## config.mk

```make
export PLATFORM = sky130hd
export DESIGN_NAME = regfile
export DESIGN_NICKNAME = d
export VERILOG_FILES = /design/src/rtl/regfile_pkg.sv /design/src/rtl/hilo_reg.sv /design/src/rtl/regfile.sv
export SDC_FILE = /design/constraint.sdc
export NUM_CORES = 2
export LEC_CHECK = 0
export ABC_AREA = 1
export BUFFER_PORTS_ARGS = -buffer_cell sky130_fd_sc_hd__buf_2
export CAP_MARGIN = 20
export CORE_UTILIZATION = 40
export DETAILED_ROUTE_END_ITERATION = 10
export GPL_ROUTABILITY_DRIVEN = 1
export HOLD_SLACK_MARGIN = 0.08
export PLACE_DENSITY = 0.56
export REMOVE_ABC_BUFFERS = 1
export SETUP_SLACK_MARGIN = 0.05
export SLEW_MARGIN = 0
export SYNTH_ARGS = -nofsm -noshare
export SYNTH_HDL_FRONTEND = slang
export SYNTH_HIERARCHICAL = 1
export SYNTH_SLANG_ARGS = --single-unit
```

## constraint.sdc

```tcl
create_clock -name clk -period 3.7 [get_ports clk]
set_input_delay 0.74 -clock clk [delete_from_list [all_inputs] [get_ports clk]]
set_output_delay 0.74 -clock clk [all_outputs]
set_load 0.01 [all_outputs]
```

## src/rtl/regfile_pkg.sv

```systemverilog
// Shared register-file constants: bus widths, register count and the
// enable/reset encodings used along the writeback path.
package regfile_pkg;
  localparam int RegBusW    = 32;
  localparam int RegAddrW   = 5;
  localparam int RegNum     = 32;
  localparam int RegNumLog2 = 5;

  typedef logic [RegBusW-1:0]  RegBus;
  typedef logic [RegAddrW-1:0] RegAddrBus;

  localparam RegBus     ZeroWord    = '0;
  localparam RegAddrBus NOPRegAddr  = '0;
  localparam logic      RstEnable   = 1'b1;
  localparam logic      WriteEnable = 1'b1;
  localparam logic      ReadEnable  = 1'b1;
  localparam logic      ReadDisable = 1'b0;
endpackage

```

## src/rtl/hilo_reg.sv

```systemverilog
// HI/LO special-register pair with same-cycle write-first bypass.
// Storage updates one cycle after hilo write; outputs are combinational, no backpressure.
module hilo_reg
  import regfile_pkg::*;
#(
  parameter int DATA_W = RegBusW
) (
  input  logic              clk,
  input  logic              rst,
  input  logic              we,
  input  logic [DATA_W-1:0] hi_i,
  input  logic [DATA_W-1:0] lo_i,
  output logic [DATA_W-1:0] hi_o,
  output logic [DATA_W-1:0] lo_o
);

  logic [DATA_W-1:0] hi_q;
  logic [DATA_W-1:0] lo_q;

  always_ff @(posedge clk) begin
    if (rst == RstEnable) begin
      hi_q <= DATA_W'(ZeroWord);
      lo_q <= DATA_W'(ZeroWord);
    end else if (we == WriteEnable) begin
      hi_q <= hi_i;
      lo_q <= lo_i;
    end
  end

  // Reset dominates the bypass so EX never sees a write that is being discarded.
  always_comb begin
    hi_o = DATA_W'(ZeroWord);
    lo_o = DATA_W'(ZeroWord);
    if (rst != RstEnable) begin
      hi_o = (we == WriteEnable) ? hi_i : hi_q;
      lo_o = (we == WriteEnable) ? lo_i : lo_q;
    end
  end

endmodule

```

## src/rtl/regfile.sv

```systemverilog
// GPR file at the MEM/WB consumer end: two ID read ports with write-first bypass, plus HI/LO.
// Writes land one cycle later; reads are combinational, no backpressure.
module regfile
  import regfile_pkg::*;
#(
  parameter int DATA_W   = RegBusW,
  parameter int ADDR_W   = RegAddrW,
  parameter int NUM_REGS = RegNum
) (
  input  logic              clk,
  input  logic              rst,
  input  logic              we,
  input  logic [ADDR_W-1:0] waddr,
  input  logic [DATA_W-1:0] wdata,
  input  logic              re1,
  input  logic [ADDR_W-1:0] raddr1,
  output logic [DATA_W-1:0] rdata1,
  input  logic              re2,
  input  logic [ADDR_W-1:0] raddr2,
  output logic [DATA_W-1:0] rdata2,
  input  logic              hilo_we,
  input  logic [DATA_W-1:0] hi_i,
  input  logic [DATA_W-1:0] lo_i,
  output logic [DATA_W-1:0] hi_o,
  output logic [DATA_W-1:0] lo_o
);

  logic [DATA_W-1:0] mem [NUM_REGS];

  always_ff @(posedge clk) begin
    if (rst == RstEnable) begin
      mem <= '{default: '0};
    end else if (we == WriteEnable && waddr != ADDR_W'(NOPRegAddr)) begin
      mem[waddr] <= wdata;
    end
  end

  // $0 is checked before the bypass so a retiring write to r0 never leaks through.
  always_comb begin
    rdata1 = DATA_W'(ZeroWord);
    if (rst != RstEnable && re1 == ReadEnable && raddr1 != ADDR_W'(NOPRegAddr)) begin
      if (we == WriteEnable && waddr == raddr1) rdata1 = wdata;
      else                                      rdata1 = mem[raddr1];
    end
  end

  always_comb begin
    rdata2 = DATA_W'(ZeroWord);
    if (rst != RstEnable && re2 == ReadEnable && raddr2 != ADDR_W'(NOPRegAddr)) begin
      if (we == WriteEnable && waddr == raddr2) rdata2 = wdata;
      else                                      rdata2 = mem[raddr2];
    end
  end

  hilo_reg #(
    .DATA_W(DATA_W)
  ) u_hilo (
    .clk  (clk),
    .rst  (rst),
    .we   (hilo_we),
    .hi_i (hi_i),
    .lo_i (lo_i),
    .hi_o (hi_o),
    .lo_o (lo_o)
  );

endmodule

```

==> out/results.ini <==
[clock_network]
numCtsBuffers=135
cts.sinks=1088
postCtsSetupRepairBufs=0
ctsHoldBuffers=0
cts_resized=0
clk_latency_ns=0.76
clock_path_buffers=3
cts_root_buf=clkbuf_16
cts_tree=built
cts.htree.levels=4
clk_pin_slew_ns=0.05

[drt]
detail_route.wl_per_cell_um=21.8
viasPerCell=5.49
vias=64300
wirelength_um=255000
drt_iter0_markers=7250
drc=0
postRouteAntennaNets=0
drt_first_pass_iters=6

[power_and_ir_drop]
powerDensity_nw_per_um2=440
pwr-share-seq_pct=40.1
comb_power_share_pct=12.9
p_int_mw=21.5
clkPwrFrac_pct=47.0
vdd_drop_max_uv=338
switching_share_pct=28.0
netSwitchingPower_mw=8.37
p_leak_nw=28.6

[sta]
rsz0062_at_grt=no
max_freq_mhz=282
fin_crit_sh_pct=95.9
slew-limit-headroom_pct=17.8
slew_viol_final=0
fin_crit_ns=3.55
finClkSkew_ns=0
hold_viol_final=0
tightest_slew_ns=1.23
setup_viol_count_final=0

[cells_and_area]
final_common_cell=nand2_1
area_growth_pct=13.3
drive_gt1_share_pct=8.24
fin_nets=9791
final_cell_mix=2563 x nand2_1, 1144 x nand3_1, 1088 x dfxtp_1, 1055 x nor2_1, 986 x o21ai_0
fin_area_sq_um=67800
final_cells=11700

[worst_hold_path]
hp-start=hi_i[30]
hold_path.class=input port to flop

[critical_path]
worst_path_max_delay_cell=nand3_4
reg2reg_from=mem[283]$_SDFFE_PP0P_
crit_path_end_kind=output port
crit_start=waddr[4]
cp_data_required_time_ns=2.96
crit_fanout=26
path_cells=buf_2 -> inv_2 -> o22ai_1 -> nor2_1 -> nand3_4 -> buf_12 -> o21ai_0 -> a21oi_1 -> buf_2
max_stage_delay_ns=0.41
critPathKind=input port to output port
startpoint_type=input port
crit_path_frequent_cell=buf_2
worstPathArrival_ns=2.81

[place]
dp_hpwl_um=147000
post_dp_cell_area_sq_um=63100
io_buffers=244
gp_congestion=0.882
dp_cells=11500

[floorplanning]
initial_utilization_pct=40.4
core-area_sq_um=148000
die_w_um=389
pin_count=245
rows=141
die_height_um=389
dieArea_sq_um=151000

[yosys]
synth.distinct_cells=26
ys_seq_area_share_pct=36.4
ys.warnings.count=6
ys_ff_latch=1088
syn_area_sq_um=59800
syn_inst=9880
avgSynthCellArea_sq_um=6.05

[global_routing]
antenna_found_initial=12
overflow=0
grt_use_total_pct=32.7
grt_pass1_vias=58400
grt_pass1_wl_um=378000
grt_start_max_net_pins=256

[outcome]
outcome=finished clean

[job]
maxCapViolCount=0

[cell families (layout without fill, tap and decap cells)]
group	Yosys count	in the layout	synth area share (%)
AO/OA/AOI/OAI	2177	2177	18.5
buffers and inverters	1819	1716	12.4
AND/OR/NAND/NOR	4796	4796	32.7
other	0	4	0
flip-flops	1088	1088	36.4
[routing by layer]
metal / track usage [%] / up-vias / part of all wire, %
li1: - / 31100 / -
met1: 43.8 / 29600 / 43
met2: 52.2 / 3023 / 44
met3: 5.13 / 539 / 8.9
met4: 13.5 / 4 / 4.1
met5: 0 / - / 0.0090
[power by group through the flow]
stage          sequential (mW)  clock [mW]  combinational, mW
4_1_cts                   12.0        14.2               3.78
3_3_place_gp              12.2           0               3.75
2_1_floorplan             12.2           0               2.10
6_report                  12.0        14.0               3.85
5_1_grt                   12.0        14.7               4.16
3_5_place_dp              12.2           0               3.77
[synth_stat cells]
| cell | n | area [sq um] |
|---|---|---|
| nand2_1 | 2563 | 9620 |
| nand3_1 | 1144 | 5730 |
| dfxtp_1 | 1088 | 21800 |
| nor2_1 | 1057 | 3970 |
| o21ai_0 | 986 | 4930 |
| a21oi_1 | 944 | 4720 |
| inv_1 | 922 | 3460 |
| clkbuf_1 | 466 | 1750 |
| buf_2 | 290 | 1450 |
| o21ai_1 | 177 | 886 |
| o211ai_1 | 64 | 480 |
| buf_1 | 52 | 195 |
| inv_2 | 45 | 169 |
| buf_4 | 22 | 165 |
| buf_6 | 18 | 203 |
| nor2_2 | 14 | 87.6 |
| o22ai_1 | 6 | 37.5 |
| nand3_2 | 5 | 50.1 |
| nor3_2 | 5 | 50.1 |
| nor3_1 | 3 | 15.0 |
| clkinv_1 | 2 | 7.51 |
| nand4_1 | 2 | 12.5 |
| nor2_4 | 2 | 22.5 |
| clkbuf_2 | 1 | 5.00 |
| inv_4 | 1 | 6.26 |
| or2_2 | 1 | 6.26 |
[sequential cells by signal, summed over array words and instances, names as in the netlist]
register and cells:
u_hilo/hi_q 32, mem 1024, u_hilo/lo_q 32
[cell type report]
type                            instances  area, sq um
Fill cell                           15500        80200
Inverter                              970         3690
Antenna cell                            4         10.0
Multi-Input combinational cell       6973        30700
Clock inverter                         35          464
Clock buffer                          205         4200
Tap cell                             1930         2410
Timing Repair Buffer                  506         4540
Sequential cell                      1088        21800
[metrics by stage]
step                utilization (%)  power, mW  TNS (ns)  worst slack, ns  hold slack [ns]
finish                         45.8       29.9         0            0.152            0.262
global route                   45.8       30.8         0            0.164            0.264
CTS                            45.8       30.0         0            0.200            0.216
detailed placement             42.6       16.0         0            0.203            0.435
global placement               42.6       16.0         0            0.170            0.434
floorplan                         -       14.3  -8602.00            -9.06            0.424
[worst paths after layout]
kind,endpoint,slack [ns],cells past startpoint
max,rdata2[16],0.15,9
min,u_hilo/hi_q[30]$_DFF_P_,0.26,5
max reg2reg,mem[283]$_SDFFE_PP0P_,2.98,2
min reg2reg,mem[1009]$_SDFFE_PP0P_,0.44,2
[worst max-delay path, delay by kind of cell]
family,cells,cell delay (ns)
AO/OA/AOI/OAI,3,0.55
buffers and inverters,4,0.87
AND/OR/NAND/NOR,2,0.61
(Power assumes the default switching activity.)
